### config.mk
export PLATFORM = sky130hd
export DESIGN_NAME = tlul_arb2_ctrl
export DESIGN_NICKNAME = d
export VERILOG_FILES = /design/src/rtl/tlul_pkg.sv /design/src/rtl/tlul_arb_pkg.sv /design/src/rtl/tlul_arb_rr2.sv /design/src/rtl/tlul_arb2_ctrl.sv
export SDC_FILE = /design/constraint.sdc
export NUM_CORES = 1
export LEC_CHECK = 0
export ABC_AREA = 1
export BUFFER_PORTS_ARGS = -buffer_cell sky130_fd_sc_hd__buf_2
export CAP_MARGIN = 5
export CORE_AREA = 3 3 160 162
export CTS_CLUSTER_DIAMETER = 200
export CTS_CLUSTER_SIZE = 30
export DETAILED_ROUTE_END_ITERATION = 10
export DIE_AREA = 0 0 163 165
export SYNTH_ARGS = -nofsm -noshare
export SYNTH_HDL_FRONTEND = slang
export SYNTH_SLANG_ARGS = --single-unit
### constraint.sdc
create_clock -name clk_i -period 4.1 [get_ports clk_i]
set_input_delay 0.82 -clock clk_i [delete_from_list [all_inputs] [get_ports clk_i]]
set_output_delay 0.82 -clock clk_i [all_outputs]
set_load 0.02 [all_outputs]
### src/rtl/tlul_pkg.sv
// Minimal TL-UL channel structs and opcode encodings shared by hosts, arbiter and device.
package tlul_pkg;

    localparam logic [2:0] PutFullData    = 3'h0;
    localparam logic [2:0] PutPartialData = 3'h1;
    localparam logic [2:0] Get            = 3'h4;

    localparam logic [2:0] AccessAck      = 3'h0;
    localparam logic [2:0] AccessAckData  = 3'h1;

    typedef struct packed {
        logic        a_valid;
        logic [2:0]  a_opcode;
        logic [2:0]  a_param;
        logic [1:0]  a_size;
        logic [7:0]  a_source;
        logic [31:0] a_address;
        logic [3:0]  a_mask;
        logic [31:0] a_data;
        logic        d_ready;
    } tl_h2d_t;

    typedef struct packed {
        logic        d_valid;
        logic [2:0]  d_opcode;
        logic [2:0]  d_param;
        logic [1:0]  d_size;
        logic [7:0]  d_source;
        logic        d_sink;
        logic [31:0] d_data;
        logic        d_error;
        logic        a_ready;
    } tl_d2h_t;

endpackage

### src/rtl/tlul_arb_pkg.sv
// Arbiter-local types: FSM state encoding, timeout error data and response opcode helper.
package tlul_arb_pkg;
    import tlul_pkg::*;

    typedef enum logic [1:0] {IDLE, GRANT, RESP, TOERR} arb_state_e;

    localparam logic [31:0] ERR_DATA_DEFAULT = 32'hDEAD_BEEF;

    function automatic logic [2:0] resp_opcode(input logic [2:0] a_op);
        return (a_op == Get) ? AccessAckData : AccessAck;
    endfunction

endpackage

### src/rtl/tlul_arb_rr2.sv
// Two-way round-robin picker: a lone requester always wins, a tie goes to ptr_i.
module tlul_arb_rr2 (
    input  logic [1:0] req_i,
    input  logic       ptr_i,
    output logic [1:0] gnt_o,
    output logic       gnt_idx_o
);

    assign gnt_idx_o = (req_i == 2'b11) ? ptr_i : req_i[1];

    for (genvar gi = 0; gi < 2; gi++) begin : g_gnt
        assign gnt_o[gi] = req_i[gi] & (gnt_idx_o == 1'(gi));
    end

endmodule

### src/rtl/tlul_arb2_ctrl.sv
// Two-host TL-UL arbiter with a single outstanding transaction and a device timeout
// that answers the owning host with a locally generated error response.
module tlul_arb2_ctrl
    import tlul_pkg::*;
    import tlul_arb_pkg::*;
#(
    parameter int          TIMEOUT_CYCLES = 256,
    parameter logic [31:0] ERR_DATA       = ERR_DATA_DEFAULT
) (
    input  logic    clk_i,
    input  logic    rst_i,
    input  tl_h2d_t tl_h0_i,
    output tl_d2h_t tl_h0_o,
    input  tl_h2d_t tl_h1_i,
    output tl_d2h_t tl_h1_o,
    output tl_h2d_t tl_dev_o,
    input  tl_d2h_t tl_dev_i,
    output logic    owner_o,
    output logic    busy_o,
    output logic    timeout_o
);

    localparam int CNT_W = $clog2(TIMEOUT_CYCLES + 1);
    localparam logic [CNT_W-1:0] CNT_LAST = CNT_W'(TIMEOUT_CYCLES - 1);
    localparam logic [CNT_W-1:0] CNT_MAX  = '1;

    arb_state_e       state_q;
    logic             owner_q;
    logic             rr_ptr_q;
    logic             timeout_q;
    logic [CNT_W-1:0] cnt_q;
    logic [2:0]       op_q;
    logic [7:0]       src_q;
    logic [1:0]       size_q;

    tl_h2d_t host_req [2];
    tl_d2h_t host_rsp [2];
    tl_h2d_t own_h2d;
    tl_d2h_t owned_rsp;
    logic [1:0] gnt;
    logic       gnt_idx;

    assign host_req[0] = tl_h0_i;
    assign host_req[1] = tl_h1_i;
    assign own_h2d     = host_req[owner_q];

    tlul_arb_rr2 u_rr2 (
        .req_i     ({tl_h1_i.a_valid, tl_h0_i.a_valid}),
        .ptr_i     (rr_ptr_q),
        .gnt_o     (gnt),
        .gnt_idx_o (gnt_idx)
    );

    always_ff @(posedge clk_i or posedge rst_i) begin
        if (rst_i) begin
            state_q   <= IDLE;
            owner_q   <= 1'b0;
            rr_ptr_q  <= 1'b0;
            timeout_q <= 1'b0;
            cnt_q     <= '0;
            op_q      <= '0;
            src_q     <= '0;
            size_q    <= '0;
        end else begin
            timeout_q <= 1'b0;
            case (state_q)
                IDLE: begin
                    if (|gnt) begin
                        owner_q <= gnt_idx;
                        state_q <= GRANT;
                    end
                end
                GRANT: begin
                    // A host withdrawing its request mid-grant forfeits the slot without moving the pointer.
                    if (!own_h2d.a_valid) begin
                        state_q <= IDLE;
                    end else if (tl_dev_i.a_ready) begin
                        op_q    <= own_h2d.a_opcode;
                        src_q   <= own_h2d.a_source;
                        size_q  <= own_h2d.a_size;
                        cnt_q   <= '0;
                        state_q <= RESP;
                    end
                end
                RESP: begin
                    if (tl_dev_i.d_valid) begin
                        if (own_h2d.d_ready) begin
                            state_q  <= IDLE;
                            rr_ptr_q <= ~owner_q;
                        end
                    end else if (cnt_q == CNT_LAST) begin
                        state_q   <= TOERR;
                        timeout_q <= 1'b1;
                    end else if (cnt_q != CNT_MAX) begin
                        cnt_q <= cnt_q + 1'b1;
                    end
                end
                TOERR: begin
                    if (own_h2d.d_ready) begin
                        state_q  <= IDLE;
                        rr_ptr_q <= ~owner_q;
                    end
                end
                default: state_q <= IDLE;
            endcase
        end
    end

    // Outside RESP the device D-channel is always drained so stale responses never reach a host.
    always_comb begin
        tl_dev_o         = '0;
        tl_dev_o.d_ready = 1'b1;
        owned_rsp        = '0;
        case (state_q)
            GRANT: begin
                tl_dev_o           = own_h2d;
                tl_dev_o.d_ready   = 1'b1;
                owned_rsp.a_ready  = tl_dev_i.a_ready;
            end
            RESP: begin
                tl_dev_o.d_ready   = own_h2d.d_ready;
                owned_rsp          = tl_dev_i;
                owned_rsp.a_ready  = 1'b0;
            end
            TOERR: begin
                owned_rsp.d_valid  = 1'b1;
                owned_rsp.d_error  = 1'b1;
                owned_rsp.d_opcode = resp_opcode(op_q);
                owned_rsp.d_source = src_q;
                owned_rsp.d_size   = size_q;
                owned_rsp.d_data   = (op_q == Get) ? ERR_DATA : 32'h0;
            end
            default: ;
        endcase
    end

    for (genvar gi = 0; gi < 2; gi++) begin : g_rsp
        assign host_rsp[gi] = (owner_q == 1'(gi)) ? owned_rsp : '0;
    end

    assign tl_h0_o   = host_rsp[0];
    assign tl_h1_o   = host_rsp[1];
    assign owner_o   = owner_q;
    assign busy_o    = (state_q != IDLE);
    assign timeout_o = timeout_q;

endmodule

==> impl_metrics.env <==
export IMPL_track_usage_pct=12.7
export IMPL_status="completed"
export IMPL_crit_path_end_kind="output port"
export IMPL_synth_seq_area_share_pct=19.5
export IMPL_core_area_um2=24200
export IMPL_rsz0062_at_grt="no"
export IMPL_holdPathStages=2
export IMPL_hold_violations=0
export IMPL_rr_worst_depth=9
export IMPL_r2r_slack_ns=1.88
export IMPL_crit_slowest_cell="dfrtp_4"
export IMPL_clock_latency_ns=0.26
export IMPL_cts_sinks=27
export IMPL_cp_cell_sequence="inv_4 > buf_12 > buf_4 > nand2_1 > a21oi_1 > buf_2"
export IMPL_postCtsHoldBufs=0
export IMPL_critPathBufInv=4
export IMPL_fmax_mhz=307
export IMPL_cts_setup_buffers=0
export IMPL_grt_max_degree=89
export IMPL_drv_cap=0
export IMPL_synth_area_leaders="nand2_1 (27%), dfrtp_1 (20%), a21oi_1 (18%)"
export IMPL_r2r_end="cnt_q[7]"
export IMPL_fin_crit_ns=3.26
export IMPL_worst_endpoint_required_ns=3.28
export IMPL_cts_tree="yes"
export IMPL_synth_top_area_share_pct=26.6
export IMPL_n_antenna_cell=0
export IMPL_syn_area_um2=3460
export IMPL_numPortBuffers=418
export IMPL_criticalPathCategory="register to output port"
export IMPL_critPathMaxFanout=45
export IMPL_whs_ns=0.494
export IMPL_pin_count=419
export IMPL_leakagePower_nw=3.53
export IMPL_period_share_pct=79.5
export IMPL_hold_end="op_q[0]"
export IMPL_setup_tns_final_ns=0
export IMPL_antenna_found_initial=7
export IMPL_drc=0
export IMPL_finalWirelength_um=19500
export IMPL_grt_pass1_wl_um=27300
export IMPL_synth_net_count=884
export IMPL_synth_flop_cell="dfrtp_1"
export IMPL_holdCritPathClass="register to register"
export IMPL_clkSlewWorstSetupHoldPaths_ns=0.07
export IMPL_critPathLaunchType="register"
export IMPL_synth_edf_count=0
export IMPL_gp_congestion=0.869
export IMPL_drt_initial_drc_count=327
export IMPL_netlist_instances=655
export IMPL_drive_gt1_share_pct=43.2
export IMPL_cts_max_level=1
export IMPL_ant_nets=0
export IMPL_cts_buffers=3
export IMPL_slew_headroom_pct=37.6
export IMPL_cpPeakStageDelay_ns=0.67
export IMPL_post_cts_resized=0
export IMPL_dieArea_um2=26900
export IMPL_start_util_pct=14.3
export IMPL_irDropWorstVdd_uv=316
export IMPL_fp_row_count=57
export IMPL_slew_viol_final=0
export IMPL_p_per_area_nw_per_um2=619
export IMPL_synth_common_cells="nand2_1 (245), a21oi_1 (122), nor2_1 (56)"
export IMPL_grt_pass1_vias=4931
export IMPL_async_flop_share_pct=100
export IMPL_crit_arrival_ns=2.44
export IMPL_dpl_hpwl_um=16000
export IMPL_avgViaCountPerCell=4.15
export IMPL_worst_r2r_startpoint="state_q[0]"
export IMPL_fin_total_pwr_mw=3.67
export IMPL_synth_seq_cells=27
export IMPL_synth_top_cell_by_area="nand2_1"
export IMPL_clock_path_buffers=2
export IMPL_synth_warnings=0
export IMPL_worst_pin_slew_ns=0.936
export IMPL_dieWidth_um=163
export IMPL_synth_avg_cell_area_um2=5.29
export IMPL_synth_most_common_cell="nand2_1"
export IMPL_finalSetupViolCount=0
export IMPL_worst_hold_startpoint="op_q[0]"
export IMPL_area_delta_synth_final_pct=71.0
export IMPL_gr_total_overflow=0
export IMPL_fin_util_pct=24.4
export IMPL_path_delay_family="buffers and inverters"
export IMPL_finalClockSkew_ns=0.00312
export IMPL_cts_root_buffer="clkbuf_16"
export IMPL_drtPass1Iterations=5
export IMPL_die_y_um=165
export IMPL_post_drt_wl_per_cell_um=14.3
export IMPL_vias=5631
export IMPL_synth_distinct_cells=25
export IMPL_final_nets=1264
-- flip-flops by register name, summed over array words and instances (netlist names) --
register / count
cnt_q: 9
op_q: 3
owner_o: 1
rr_ptr_q: 1
size_q: 2
src_q: 8
state_q: 2
timeout_o: 1
-- layer usage --
metal | track usage, % | vias to the layer above | share of wire [%]
met3 | 2.13 | 18 | 7.3
met4 | 2.04 | 6 | 1.2
met1 | 17.2 | 2478 | 43
met2 | 21.8 | 276 | 49
met5 | 0 | - | 0.16
li1 | - | 2853 | -
-- worst max-delay path by stage --
stage                         to  cells past startpoint  startpoint
finish               tl_dev_o[1]                      6     owner_o
global route         tl_h1_o[39]                      9  state_q[0]
CTS                 tl_dev_o[60]                      6     owner_o
detailed placement  tl_dev_o[60]                      6     owner_o
global placement    tl_dev_o[60]                      6     owner_o
floorplan            tl_h1_o[16]                      5     owner_o
-- worst register-to-register path: stages (launching register included) --
cell	delay, ns
dfrtp_1	0.37
buf_4	0.19
inv_1	0.09
nand2_2	0.35
inv_4	0.54
nand2_1	0.10
nand2_1	0.10
nand2_2	0.18
nand2_1	0.10
o21ai_0	0.08
-- cells by family after synthesis --
kind of cell    synth area share, %
fa+ha+maj                      1.08
compound gates                 21.6
mux                            3.76
flops                          19.5
simple gates                   41.1
xor+xnor                      0.253
buf+inv                        12.7
-- where the power goes --
group	total [mW]	switching (mW)	internal (mW)
registers	0.457	0.105	0.352
clock network	0.229	0.0966	0.133
logic	2.98	2.09	0.888
-- layout make-up --
type                       instances  area [um2]
tap                              324         405
clock inverter                     1        7.51
fill                            2827       18300
sequential                        27         679
clock buffer                       3        75.1
timing repair buffer             431        2210
inverter                          49         189
multi-input combinational        523        2350
-- layout by cell type, fill, tap and decap left out --
cell type,instances
a21oi_1,122
a22oi_1,1
buf_12,2
buf_2,418
buf_4,11
clkbuf_16,3
clkinvlp_4,1
dfrtp_1,26
dfrtp_4,1
ha_1,3
inv_1,44
inv_2,3
inv_4,2
mux2i_1,13
nand2_1,245
nand2_2,4
nand2_4,1
nand3_1,20
nand4_1,1
nor2_1,56
nor3_1,30
o21ai_0,6
o21ai_1,18
o32ai_1,1
or2_2,1
xor2_1,1
-- stage by stage --
step                      worst slack, ns  instance area, um2  instances
after floorplan                      1.69                3460        655
after global placement               1.13                5840       1354
after CTS                           0.825                5920       1358
after global routing                0.695                5920       1358
final                               0.840                5920       1358
after detailed placement             1.12                5840       1354
(Power assumes the default switching activity.)
